## src/rtl/psum_collector.sv

```systemverilog
// -----------------------------------------------------------------------------
// psum_collector
//
// Downstream stage of a PE in the convolution NoC. Accumulates the 24-bit
// partial-sum payloads of NUM_SRC packets addressed to MY_ADDR and emits one
// result packet {flag, OUT_ADDR, MY_ADDR, acc} toward the output memory node.
//
// Packet layout (WIDTH = 33): [32] flag, [31:28] dest, [27:24] src, [23:0] payload
//
// Ports:
//   clk        in   single clock, rising edge
//   rst_n      in   asynchronous active-low reset
//   in_valid   in   input packet valid
//   in_ready   out  collector can accept a packet (low while a result is held)
//   in_data    in   input packet
//   out_valid  out  result packet valid
//   out_ready  in   downstream accepts the result
//   out_data   out  result packet
//   err_pulse  out  one-cycle pulse after a dropped packet or a restart
//   busy       out  high while the state is not IDLE
//
// Configuration macro: PSUM_SAT_EN
//   defined   - accumulation saturates at 24'hFFFFFF and the result flag bit
//               is set for a result that saturated
//   undefined - accumulation wraps modulo 2^24, result flag bit is always 0
// -----------------------------------------------------------------------------
module psum_collector #(
  parameter int         WIDTH    = 33,
  parameter int         NUM_SRC  = 3,
  parameter logic [3:0] MY_ADDR  = 4'b0011,
  parameter logic [3:0] OUT_ADDR = 4'b0000
) (
  input  logic             clk,
  input  logic             rst_n,
  input  logic             in_valid,
  output logic             in_ready,
  input  logic [WIDTH-1:0] in_data,
  output logic             out_valid,
  input  logic             out_ready,
  output logic [WIDTH-1:0] out_data,
  output logic             err_pulse,
  output logic             busy
);

  localparam int         PSUM_W    = 24;
  localparam logic [3:0] NUM_SRC_C = 4'(NUM_SRC);

  typedef enum logic [1:0] {
    IDLE  = 2'd0,
    ACCUM = 2'd1,
    EMIT  = 2'd2
  } state_t;

  state_t              state_q, state_d;
  logic [PSUM_W-1:0]   acc_q, acc_d;
  logic [3:0]          cnt_q, cnt_d;
  logic [WIDTH-1:0]    out_data_q, out_data_d;
  logic                err_d;
  logic                busy_q;

  // Packet fields
  logic                pkt_flag;
  logic [3:0]          pkt_dest;
  logic [PSUM_W-1:0]   pkt_payload;
  logic                unused_src;

  assign pkt_flag    = in_data[32];
  assign pkt_dest    = in_data[31:28];
  assign pkt_payload = in_data[23:0];
  // The src field plays no part in accumulation.
  assign unused_src  = ^in_data[27:24];

  // Candidate values for an accepted, correctly addressed packet
  logic [PSUM_W:0]     sum;
  logic [PSUM_W-1:0]   acc_next;
  logic [3:0]          cnt_next;
  logic                res_flag;

`ifdef PSUM_SAT_EN
  // Sticky "this result saturated" marker, cleared on restart and in IDLE.
  logic sat_q, sat_d, sat_next;
`endif

  assign in_ready  = (state_q != EMIT);
  assign out_valid = (state_q == EMIT);
  assign out_data  = out_data_q;
  assign busy      = busy_q;

  assign sum = {1'b0, acc_q} + {1'b0, pkt_payload};

  // NOTE: every variable gets a default before the case so no path leaves it
  // unassigned; otherwise synthesis infers a latch.
  always_comb begin
    state_d    = state_q;
    acc_d      = acc_q;
    cnt_d      = cnt_q;
    out_data_d = out_data_q;
    err_d      = 1'b0;
    acc_next   = acc_q;
    cnt_next   = cnt_q;
    res_flag   = 1'b0;
`ifdef PSUM_SAT_EN
    sat_d      = sat_q;
    sat_next   = sat_q;
`endif

    if (pkt_flag) begin
      // Start-of-result: payload seeds a fresh accumulation.
      acc_next = pkt_payload;
      cnt_next = 4'd1;
`ifdef PSUM_SAT_EN
      sat_next = 1'b0;
`endif
    end else begin
      cnt_next = cnt_q + 4'd1;
`ifdef PSUM_SAT_EN
      if (sum[PSUM_W]) begin
        acc_next = {PSUM_W{1'b1}};
        sat_next = 1'b1;
      end else begin
        acc_next = sum[PSUM_W-1:0];
      end
`else
      acc_next = sum[PSUM_W-1:0];
`endif
    end

`ifdef PSUM_SAT_EN
    res_flag = sat_next;
`endif

    case (state_q)
      EMIT: begin
        if (out_ready) begin
          state_d = IDLE;
          acc_d   = '0;
          cnt_d   = '0;
`ifdef PSUM_SAT_EN
          sat_d   = 1'b0;
`endif
        end
      end
      default: begin
        if (in_valid) begin
          if (pkt_dest != MY_ADDR) begin
            // Misrouted packet: swallowed, state untouched.
            err_d = 1'b1;
          end else begin
            // A start flag in the middle of a result discards the partial sum.
            err_d = pkt_flag && (state_q == ACCUM);
            acc_d = acc_next;
            cnt_d = cnt_next;
`ifdef PSUM_SAT_EN
            sat_d = sat_next;
`endif
            if (cnt_next == NUM_SRC_C) begin
              state_d    = EMIT;
              out_data_d = {res_flag, OUT_ADDR, MY_ADDR, acc_next};
            end else begin
              state_d = ACCUM;
            end
          end
        end
      end
    endcase
  end

  // NOTE: sequential state uses non-blocking assignments so every register
  // samples the pre-edge values regardless of statement order.
  always_ff @(posedge clk or negedge rst_n) begin
    if (!rst_n) begin
      state_q    <= IDLE;
      acc_q      <= '0;
      cnt_q      <= '0;
      out_data_q <= '0;
      err_pulse  <= 1'b0;
      busy_q     <= 1'b0;
`ifdef PSUM_SAT_EN
      sat_q      <= 1'b0;
`endif
    end else begin
      state_q    <= state_d;
      acc_q      <= acc_d;
      cnt_q      <= cnt_d;
      out_data_q <= out_data_d;
      err_pulse  <= err_d;
      // Registered from the next state so busy tracks state_q exactly.
      busy_q     <= (state_d != IDLE);
`ifdef PSUM_SAT_EN
      sat_q      <= sat_d;
`endif
    end
  end

endmodule

```

## config.mk

```make
export PLATFORM = sky130hd
export DESIGN_NAME = psum_collector
export DESIGN_NICKNAME = d
export VERILOG_FILES = /design/src/rtl/psum_collector.sv
export SDC_FILE = /design/constraint.sdc
export NUM_CORES = 1
export LEC_CHECK = 0
export ABC_CLOCK_PERIOD_IN_PS = 3400
export BUFFER_PORTS_ARGS = -buffer_cell sky130_fd_sc_hd__clkbuf_2
export CAP_MARGIN = 20
export CORE_ASPECT_RATIO = 1.2
export CORE_MARGIN = 2
export CORE_UTILIZATION = 43
export CTS_BUF_LIST = sky130_fd_sc_hd__clkbuf_8
export CTS_CLUSTER_SIZE = 8
export DETAILED_ROUTE_END_ITERATION = 10
export PLACE_DENSITY = 0.63
export REMOVE_ABC_BUFFERS = 1
export SKIP_CTS_REPAIR_TIMING = 1
export SLEW_MARGIN = 15
export SYNTH_ARGS = -nofsm -noshare
export SYNTH_HDL_FRONTEND = slang
export SYNTH_SLANG_ARGS = --single-unit
```

## constraint.sdc

```tcl
create_clock -name clk -period 3.4 [get_ports clk]
set_input_delay 0.68 -clock clk [delete_from_list [all_inputs] [get_ports clk]]
set_output_delay 0.68 -clock clk [all_outputs]
set_load 0.01 [all_outputs]
```

==> summary.txt <==
Floorplanning
  – Initial Util: 44.5%
  – Total die area: 9240 um2
  – DIE WIDTH: 88.1 um
  – Die height: 105 um
  – Core area: 8200 um2
  – Io pins: 74
  – # rows: 36

STA
  – RSZ-0062 raised after global routing: false
  – Fmax: 374 MHz
  – Min Tclk post-route: 2.67 ns
  – Hold Fails Final Rpt: 0
  – Tcrit/Tclk final: 78.7%
  – Clock Skews: 0.00841 ns
  – Fin. max-slew vios: 0
  – Worst slew pin tran: 0.920 ns
  – Finish-stage setup viols: 0
  – Setup TNS: 0 ns
  – Worst slew margin: 38.7%

Global route
  – Vias in the first global route: 3294
  – Largest net degree at the start of global routing: 34
  – Total grt overflow: 0
  – Total track usage: 21.2%
  – Initial antenna violation count: 0
  – First-pass GRT wire length: 15400 um

Placement
  – Buffers on Ports: 62
  – GPL Wtd Cong: 0.905
  – Final HPWL DP: 6650 um
  – Dpl cells: 576

Synth
  – Seq cells post-synth: 57
  – Synthesized instance count: 410
  – Yosys warns: 0
  – Register area share after synthesis: 39.1%
  – Ys async rst share: 100%
  – Ys flop type: dfrtp_1
  – EDFF count, synth: 0
  – Synth Cell Area: 3650 um2
  – Post-Syn Area per Cell: 8.90 um2
  – Yosys cell types: 52

Drt
  – DRT Wirelength: 9070 um
  – First-pass iteration count of the detailed router: 4
  – DRT iter0 DRCs: 168
  – Vias: 3229
  – Vias per inst: 5.45
  – DRC: 0
  – Drt wl/cell: 15.3 um
  – Antenna Nets Post-Route: 0

CTS
  – Clk buf depth: 2
  – H-tree depth: 3
  – TritonCTS clock tree: done
  – Cts bufs inserted: 9
  – Clk root buf: clkbuf_8
  – Sink Count: 57
  – Clock Latency Late Sink: 0.36 ns
  – Clock slew at reported path FFs: 0.07 ns

Cells and area
  – Syn-to-layout area delta: 17.3%
  – Register Area: 1430 um2
  – Final core utilization: 52.2%
  – Post-route non-filler standard cell count: 592
  – Multi-input gate area: 2090 um2
  – N_diodes: 0
  – Most frequent cells in the layout: 73 x nand2_1, 62 x clkbuf_2, 57 x dfrtp_1
  – Fillers: 824
  – Post-layout net count: 535
  – Leading cell type in the layout, fill and taps excluded: nand2_1
  – Ratio of cells with drive above 1 in the final layout: 22.0%

Setup path
  – Crit path DAT: 2.91 ns
  – CP max stage cell: nor2_1
  – Crit path launch type: flip-flop
  – Critical path's largest stage delay: 0.58 ns
  – CP Buf/Inv Count: 1
  – Crit Path Class: flip-flop to flip-flop
  – Setup crit end kind: flip-flop
  – Worst path cell trace: ha_1 -> nor4b_1 -> nand2_1 -> nor2_1 -> buf_4 -> mux2_2
  – Family with the most delay on the worst path: simple AND/OR/NAND/NOR gates
  – CP Max Fanout: 11
  – Worst endpoint required time: 3.64 ns

Power and ir drop
  – Peak VDD IR: 0.225 mV
  – Leak Pwr: 2.10 nW
  – PwrDens: 549 nW/um2

Worst hold path
  – Worst Hold Class: input pin to async pin

Flow run
  – Max-Cap Viols: 0

Outcome
  – Outcome: finished, final reports clean
-- flip-flops by register name, summed over array words and instances, names as in the netlist --
| signal | flops |
|---|---|
| out_data | 25 |
| state_q | 2 |
| cnt_q | 4 |
| err_pulse | 1 |
| busy | 1 |
| acc_q | 24 |
-- cell type report --
| class | count | area share (%) |
|---|---|---|
| Clock buffer | 9 | 2.89 |
| Clock inverter | 7 | 2.19 |
| Tap cell | 114 | 3.33 |
| Inverter | 9 | 0.789 |
| Timing Repair Buffer | 70 | 8.65 |
| Multi-Input combinational cell | 326 | 48.8 |
| Sequential cell | 57 | 33.3 |
-- metal layers --
metal,global-route usage [%],vias to the layer above,routed length [um],part of all wire [%]
met5,0,-,0,0
met2,34.5,85,4460,49
met3,4.58,17,479,5.3
met4,9.74,0,172,1.9
met1,26.6,1538,3960,44
li1,-,1589,-,-
-- worst register-to-register path: stages, from the launching register on --
cell     delay [ns]
dfrtp_1        0.43
ha_1           0.32
nor4b_1        0.39
nand2_1        0.18
nor2_1         0.58
buf_4          0.32
mux2_2         0.36
-- worst paths after layout --
check / startpoint / endpoint / slack, ns / cells past startpoint
hold reg to reg: out_data[6]$_DFFE_PN0P_ / out_data[6]$_DFFE_PN0P_ / 0.48 / 2
setup reg to reg: cnt_q[0]$_DFFE_PN0P_ / out_data[11]$_DFFE_PN0P_ / 0.73 / 6
min in group clk: out_data[6]$_DFFE_PN0P_ / out_data[6]$_DFFE_PN0P_ / 0.48 / 2
setup / recovery: cnt_q[0]$_DFFE_PN0P_ / out_data[11]$_DFFE_PN0P_ / 0.73 / 6
max in group asynchronous: rst_n / acc_q[19]$_DFFE_PN0P_ / 2.21 / 2
hold / removal: rst_n / out_data[8]$_DFFE_PN0P_ / 0.34 / 1
-- cells in the mapped netlist, types with 6 or more instances --
| cell type | instances | area share (%) |
|---|---|---|
| buf_4 | 8 | 1.6 |
| nand2_1 | 73 | 7.5 |
| xnor2_1 | 15 | 3.6 |
| o21ai_1 | 6 | 0.82 |
| a22o_1 | 6 | 1.4 |
| o211ai_1 | 8 | 1.6 |
| ha_1 | 24 | 8.2 |
| a32oi_1 | 6 | 1.4 |
| dfrtp_1 | 57 | 39 |
| clkbuf_1 | 14 | 1.4 |
| a21oi_1 | 30 | 4.1 |
| nor2_1 | 20 | 2.1 |
| xor2_1 | 7 | 1.7 |
| inv_1 | 9 | 0.93 |
| mux2i_1 | 8 | 2.2 |
| o21ai_0 | 42 | 5.8 |
| nand3_1 | 9 | 1.2 |
-- cells by family (layout without fill, tap and decap cells) --
kind of cell	count (synthesis)	count (layout)	synth area share, %
other cells	1	7	0.103
flops	57	57	39.1
fa+ha+maj	25	25	8.78
mux	11	11	3.12
xor+xnor	22	22	5.28
compound gates	135	135	24.2
buf+inv	33	95	4.29
simple gates	126	126	15.2
-- stage by stage --
step | hold slack, ns | total power (W) | setup slack [ns] | cell area [um2]
finish | 0.337 | 0.00235 | 0.726 | 4280
global route | 0.408 | 0.00252 | 0.578 | 4280
CTS | 0.367 | 0.00238 | 0.720 | 4280
detailed placement | 0.467 | 0.00164 | 0.354 | 4060
global placement | 0.462 | 0.00163 | 0.357 | 4060
floorplan | 0.384 | 0.00140 | 0.683 | 3550
-- power by group --
part | internal, W | switching [W]
clock | 0.000412 | 0.000313
sequential | 0.000780 | 0.0000629
combinational | 0.000319 | 0.000466
total | 0.00151 | 0.000841
(Power assumes the default switching activity.)
